### src/rtl/ad7864_multich_p2s.sv
// Reads NCH words from the AD7864 parallel bus on each db_rdy rising edge and
// streams them to a McBSP receiver as one framed serial burst.
module ad7864_multich_p2s #(
  parameter int NCH       = 4,
  parameter int DW        = 12,
  parameter int RD_LOW    = 2,
  parameter int RD_HIGH   = 1,
  parameter int SCLK_DIV  = 2,
  parameter bit MSB_FIRST = 1'b1
) (
  input  logic          clkin,
  input  logic          rst_bar,
  input  logic          db_rdy,
  input  logic [DW-1:0] db,
  output logic          cs_bar,
  output logic          rd_bar,
  output logic          sclk,
  output logic          sdata,
  output logic          fsync,
  output logic          busy,
  output logic          overrun
);

  localparam int NB   = NCH * DW;
  localparam int BW   = (NB > 1) ? $clog2(NB) : 1;
  localparam int CHW  = (NCH > 1) ? $clog2(NCH) : 1;
  localparam int RMAX = (RD_LOW > RD_HIGH) ? RD_LOW : RD_HIGH;
  localparam int CMAX = (RMAX > 2 * SCLK_DIV) ? RMAX : 2 * SCLK_DIV;
  localparam int CW   = $clog2(CMAX + 1);

  localparam logic [CW-1:0]  RD_LO_LAST = CW'(RD_LOW - 1);
  localparam logic [CW-1:0]  RD_HI_LAST = CW'(RD_HIGH - 1);
  localparam logic [CW-1:0]  HALF_LAST  = CW'(SCLK_DIV - 1);
  localparam logic [CW-1:0]  PER_LAST   = CW'(2 * SCLK_DIV - 1);
  localparam logic [CHW-1:0] CH_LAST    = CHW'(NCH - 1);
  localparam logic [BW-1:0]  BIT_LAST   = BW'(NB - 1);

  typedef enum logic [1:0] {IDLE, RD_LO, RD_HI, SHIFT} state_t;

  state_t          state_q, state_d;
  logic            db_rdy_q;
  logic [CHW-1:0]  ch_q, ch_d;
  logic [CW-1:0]   cnt_q, cnt_d;
  logic [BW-1:0]   bit_q, bit_d;
  logic [NB-1:0]   buf_q, buf_d;
  logic [NB-1:0]   sreg_q, sreg_d;
  logic [NB-1:0]   stream;
  logic            cs_bar_q, cs_bar_d;
  logic            rd_bar_q, rd_bar_d;
  logic            sclk_q, sclk_d;
  logic            sdata_q, sdata_d;
  logic            fsync_q, fsync_d;
  logic            busy_q, busy_d;
  logic            overrun_q, overrun_d;
  logic            start;
  logic            capture;

  assign start   = db_rdy & ~db_rdy_q;
  assign capture = (state_q == RD_LO) && (cnt_q == '0);

  always_comb begin
    buf_d = buf_q;
    if (capture) begin
      buf_d[int'(ch_q) * DW +: DW] = db;
    end
  end

  // Reorder the buffer into transmission order so bit 0 of stream goes out first.
  // Built from buf_d so the word captured on the SHIFT entry edge is included.
  for (genvar gi = 0; gi < NCH; gi++) begin : g_word
    for (genvar gj = 0; gj < DW; gj++) begin : g_bit
      assign stream[gi * DW + gj] = MSB_FIRST ? buf_d[gi * DW + DW - 1 - gj]
                                              : buf_d[gi * DW + gj];
    end
  end

  always_comb begin
    state_d   = state_q;
    ch_d      = ch_q;
    cnt_d     = cnt_q;
    bit_d     = bit_q;
    sreg_d    = sreg_q;
    cs_bar_d  = cs_bar_q;
    rd_bar_d  = rd_bar_q;
    sclk_d    = sclk_q;
    sdata_d   = sdata_q;
    fsync_d   = fsync_q;
    busy_d    = busy_q;
    overrun_d = start && (state_q != IDLE);

    case (state_q)
      IDLE: begin
        if (start) begin
          state_d  = RD_LO;
          cs_bar_d = 1'b0;
          rd_bar_d = 1'b0;
          busy_d   = 1'b1;
          ch_d     = '0;
          cnt_d    = RD_LO_LAST;
        end
      end
      RD_LO: begin
        if (cnt_q == '0) begin
          rd_bar_d = 1'b1;
          if (ch_q == CH_LAST) begin
            // Entry edge of SHIFT is also the rising sclk edge of bit 0.
            state_d  = SHIFT;
            cs_bar_d = 1'b1;
            cnt_d    = '0;
            bit_d    = '0;
            sclk_d   = 1'b1;
            sdata_d  = stream[0];
            fsync_d  = 1'b1;
            sreg_d   = stream >> 1;
          end else begin
            state_d = RD_HI;
            cnt_d   = RD_HI_LAST;
          end
        end else begin
          cnt_d = cnt_q - CW'(1);
        end
      end
      RD_HI: begin
        if (cnt_q == '0) begin
          state_d  = RD_LO;
          ch_d     = ch_q + CHW'(1);
          rd_bar_d = 1'b0;
          cnt_d    = RD_LO_LAST;
        end else begin
          cnt_d = cnt_q - CW'(1);
        end
      end
      SHIFT: begin
        if (cnt_q == PER_LAST) begin
          cnt_d   = '0;
          fsync_d = 1'b0;
          if (bit_q == BIT_LAST) begin
            state_d = IDLE;
            sclk_d  = 1'b0;
            sdata_d = 1'b0;
            busy_d  = 1'b0;
          end else begin
            bit_d   = bit_q + BW'(1);
            sclk_d  = 1'b1;
            sdata_d = sreg_q[0];
            sreg_d  = sreg_q >> 1;
          end
        end else begin
          if (cnt_q == HALF_LAST) begin
            sclk_d = 1'b0;
          end
          cnt_d = cnt_q + CW'(1);
        end
      end
      default: state_d = IDLE;
    endcase
  end

  always_ff @(posedge clkin or negedge rst_bar) begin
    if (!rst_bar) begin
      state_q   <= IDLE;
      db_rdy_q  <= 1'b0;
      ch_q      <= '0;
      cnt_q     <= '0;
      bit_q     <= '0;
      buf_q     <= '0;
      sreg_q    <= '0;
      cs_bar_q  <= 1'b1;
      rd_bar_q  <= 1'b1;
      sclk_q    <= 1'b0;
      sdata_q   <= 1'b0;
      fsync_q   <= 1'b0;
      busy_q    <= 1'b0;
      overrun_q <= 1'b0;
    end else begin
      state_q   <= state_d;
      db_rdy_q  <= db_rdy;
      ch_q      <= ch_d;
      cnt_q     <= cnt_d;
      bit_q     <= bit_d;
      buf_q     <= buf_d;
      sreg_q    <= sreg_d;
      cs_bar_q  <= cs_bar_d;
      rd_bar_q  <= rd_bar_d;
      sclk_q    <= sclk_d;
      sdata_q   <= sdata_d;
      fsync_q   <= fsync_d;
      busy_q    <= busy_d;
      overrun_q <= overrun_d;
    end
  end

  assign cs_bar  = cs_bar_q;
  assign rd_bar  = rd_bar_q;
  assign sclk    = sclk_q;
  assign sdata   = sdata_q;
  assign fsync   = fsync_q;
  assign busy    = busy_q;
  assign overrun = overrun_q;

endmodule

### config.mk
export PLATFORM = sky130hd
export DESIGN_NAME = ad7864_multich_p2s
export DESIGN_NICKNAME = d
export VERILOG_FILES = /design/src/rtl/ad7864_multich_p2s.sv
export SDC_FILE = /design/constraint.sdc
export NUM_CORES = 1
export LEC_CHECK = 0
export CORE_ASPECT_RATIO = 0.7
export CORE_UTILIZATION = 51
export CTS_BUF_LIST = sky130_fd_sc_hd__clkbuf_16
export DETAILED_ROUTE_END_ITERATION = 10
export PLACE_DENSITY = 0.68
export SYNTH_ARGS = -nofsm -noshare
export SYNTH_HDL_FRONTEND = slang
export SYNTH_SLANG_ARGS = --single-unit
### constraint.sdc
create_clock -name clkin -period 4 [get_ports clkin]
set_clock_uncertainty 0.2 [all_clocks]
set_input_delay 1 -clock clkin [delete_from_list [all_inputs] [get_ports clkin]]
set_output_delay 1 -clock clkin [all_outputs]
set_load 0.01 [all_outputs]
==> results.md <==
- The global-route congestion overflow total is 0.
- For this design the total switching power over the nets is between 0.6 and 0.7 mW.
- The worst path in the final design needs a cycle of roughly 3 ns, including I/O delays and setup.
- For this run, the number of Yosys warnings is 0.
- The initial core utilization is 53.3%.
- Of the total power, registers draw a little over two fifths.
- The number of global-route vias before repair is 4518.
- The count of input and output buffers is 21.
- The count of final setup violators is 0.
- The number of placement rows is 32.
- The summed instance area of the synthesized netlist is 5960 um2.
- The critical path start-end classification is reg -> reg.
- Summed over all nets, the half-perimeter wirelength after detailed placement is approximately 10 mm.
- The switching power as a share of total power is 23.8%.
- The transition at the pin with the smallest max-transition slack is 1.10 ns.
- TritonCTS built the clock tree.
- Derived from the worst setup path, the maximum achievable clock frequency is 327 MHz.
- The number of enable flip-flop cells after synthesis is 0.
- Entering global routing, the biggest net connects 57 pins.
- For this block, the via count after detailed routing is 4941.
- The beginning of the worst register-to-register path is ch_q[1].
- The worst min-delay path class is reg -> reg.
- The slowest stage of the critical path is the sky130_fd_sc_hd__ha_1 cell.
- The post-synthesis to final-layout area growth is 13.3%.
- Once the clock tree was built, the resizer swapped 0 gates to a different size.
- The root buffer cell is sky130_fd_sc_hd__clkbuf_16.
- In this run the standard cell core region covers roughly 11000 um2.
- The sort of element at the start of the critical path is a register.
- Summing all flip-flop and latch instances after layout gives between 2000 and 3000 um2.
- The DRC marker count from the first detailed-route iteration is roughly 420.
- In this run, post-CTS hold repair placed 0 buffers.
- The residual DRC count is 0.
- The overall die area is approximately 12000 um2.
- The worst register-to-register path has a setup slack of ~0.94 ns.
- In this run the power density over the cells is around 400 nW/um2.
- Using the TritonRoute via totals, the vias-per-cell ratio works out to around 6.6.
- At the worst endpoint, the arrival time is 3.18 ns.
- The hold-critical path endpoint is bit_q[5].
- The post-synthesis sequential element count is between 100 and 150.
- The fraction of the cycle the final worst path needs is about three quarters.
- The worst hold path depth is 1.
- The final-report max-slew violation count was 0.
- STA classifies the critical path endpoint as a register.
- The max-slew headroom at the worst pin is about a quarter.
- The detail route stage leaves a number of antenna-violating nets equal to 0.
- The highest fanout seen on the critical path is 24.
- In the layout the commonest cells are 114 x sky130_fd_sc_hd__dfrtp_1, 52 x sky130_fd_sc_hd__o21ai_0, 37 x sky130_fd_sc_hd__nor2_1.
- For this block, the routed nets add up to between 15 and 20 mm of wire.
- The die width is ~130 um.
- The clock-pin slew on the worst setup and hold paths is about 0.060 ns.
- The boundary pin count is 22.
- The routed length per instance is around 22 um.
- The flow ran to the end, and the final reports show no timing, DRC or antenna violations.
- Hold is met by roughly 0.28 ns.
- The final antenna diode count is 0.
- The endpoint of the lowest-slack register-to-register path is sreg_q[21].
- The number of antenna violations at the first check in global routing came to 0.
- The share of cells above drive strength 1 is between 10% and 20%.
- The hold violation count in the final report is 0.
- The mean post-synth cell area is just over 10 um2.
- The static leakage power is 2.93 nW.
- The number of filler instances in the final layout is 910.
- The cell count of the worst reg-to-reg path is 6.
- In the final design database the tool counted around 600 nets.
- The first global-routing pass estimated between 20 and 30 mm of wire.
- The clock share of power is 52.9%.
- For this design, the sink count on the clock tree is ~120.
- Combinational logic is responsible for under 10% of the overall power.
- At the end of routability-driven placement, the weighted congestion stood at approximately 0.8.
- Data on the critical path is required at its endpoint by between 4 and 5 ns.
- In the synthesized netlist the async set-or-reset flop fraction comes to 100%.
- The number of CTS-inserted buffers is 17.
- The cell count after synthesis came out at ~570.
- From bottom edge to top edge, the die measures 92.4 um.
- The buffer levels on the longest clock path is 2.
- For the worst-skew pair, the clock arrives at the later sink with an insertion delay of about 0.42 ns.
- The source of the worst hold timing path is bit_q[5].
- For this run, the register share of the synthesized area comes to between 40% and 50%.
- In the global route stage, overall resource usage came out at a little over a quarter.
- Before antenna repair, the detailed router went through 5 iterations.
- The final sum of negative setup slack is 0 ns.
- Setup repair after global routing left no endpoint under its margin.
- The most frequent standard cell in the layout excluding fill and tap cells is sky130_fd_sc_hd__dfrtp_1.
- The count of different cell masters after synthesis is 64.
- The max capacitance violation total is 0.
- The most used flip-flop cell after synthesis is sky130_fd_sc_hd__dfrtp_1.
- Once the clock tree was built, the setup fixing pass inserted 0 buffers.
- Walking the worst path, the cells encountered are inv_1 > ha_1 > nand2b_1 > nor4_4 > a221oi_1 > o31ai_1.
- For this run, the slowest stage of the critical path takes 0.69 ns.
- CTS built an H-tree with a depth of 4.
- The multi-input combinational cells in the finished layout cover a total of roughly 2700 um2.
- The cell-internal power is 2.07 mW.
- The maximum ir drop on the vdd rail is about 0.31 mV.
- The post-synth net total is 600.
-- metal layers --
metal | up-vias | track usage, % | part of all wire, %
li1 | 2191 | - | -
met1 | 2509 | 40.6 | 48
met2 | 210 | 39.6 | 43
met3 | 31 | 5.69 | 6.6
met4 | 0 | 10.0 | 1.6
met5 | - | 0 | 0
-- state kept, by name, summed over array words and instances, names as in the netlist --
register	count
sdata	1
db_rdy_q	1
state_q	2
overrun	1
cnt_q	3
bit_q	6
busy	1
fsync	1
buf_q	48
sclk	1
sreg_q	47
rd_bar	1
ch_q	2
cs_bar	1
-- worst max-delay path by stage --
| stage | slack [ns] | endpoint | start | depth (start not counted) |
|---|---|---|---|---|
| detailed placement | 1.0 | sreg_q[13] | ch_q[1] | 6 |
| CTS | 0.97 | sreg_q[13] | ch_q[1] | 6 |
| floorplan | 0.95 | sreg_q[13] | ch_q[0] | 11 |
| finish | 0.94 | sreg_q[21] | ch_q[1] | 6 |
| global placement | 0.98 | sreg_q[22] | db[8] | 5 |
| global route | 0.76 | sreg_q[20] | ch_q[1] | 6 |
-- worst max-delay path: cells and delay by family (launching register included) --
family                   cells  cell delay, ns
adder cells (fa/ha/maj)      1            0.69
flip-flops                   1            0.44
AO/OA/AOI/OAI                2            0.49
AND/OR/NAND/NOR              2            1.02
buffers and inverters        1            0.11
-- metrics by stage --
stage	utilization [%]	worst slack (ns)	area, um2	power (mW)	instances
floorplan	-	0.953	5960	1.24	574
global placement	55.4	0.979	6190	1.30	712
detailed placement	55.4	0.999	6190	1.30	712
CTS	60.4	0.971	6750	2.73	744
global route	60.4	0.759	6750	2.79	744
finish	60.4	0.943	6750	2.72	744
-- cells by family after synthesis --
logic type	Yosys count	share of synthesized area, %
buffers and inverters	75	6.20
AOI/OAI and AO/OA	225	27.4
DFF	116	48.8
adders and majority gates	11	2.31
muxes	12	2.06
and+or+nand+nor	133	12.9
xor gates and xnor gates	2	0.294
-- layout make-up --
class	instances	area share, %
Clock buffer	17	6.30
Clock inverter	15	1.98
Inverter	27	1.50
Multi-Input combinational cell	383	39.7
Sequential cell	116	43.0
Tap cell	153	2.84
Timing Repair Buffer	33	4.60
-- power by group through the flow --
stage          clock [mW]  combinational, mW  sequential, mW
2_1_floorplan           0             0.0259            1.21
3_3_place_gp            0             0.0872            1.21
4_1_cts              1.45             0.0884            1.19
5_1_grt              1.50             0.0964            1.19
3_5_place_dp            0             0.0879            1.21
6_report             1.44             0.0881            1.19
-- cells in the mapped netlist, types with 10 or more instances --
cell type,number,area (um2)
sky130_fd_sc_hd__nand2_1,29,109
sky130_fd_sc_hd__ha_1,11,138
sky130_fd_sc_hd__clkbuf_1,19,71.3
sky130_fd_sc_hd__mux2i_1,10,100
sky130_fd_sc_hd__nor2_1,37,139
sky130_fd_sc_hd__o211ai_1,10,75.1
sky130_fd_sc_hd__buf_2,19,95.1
sky130_fd_sc_hd__o21ai_0,52,260
sky130_fd_sc_hd__a221oi_1,17,149
sky130_fd_sc_hd__o31ai_1,30,225
sky130_fd_sc_hd__a22o_1,23,201
sky130_fd_sc_hd__inv_1,27,101
sky130_fd_sc_hd__dfrtp_1,114,2850
sky130_fd_sc_hd__a21oi_1,22,110
sky130_fd_sc_hd__a221o_1,12,120
No activity file was read; power rests on OpenSTA's default activity.
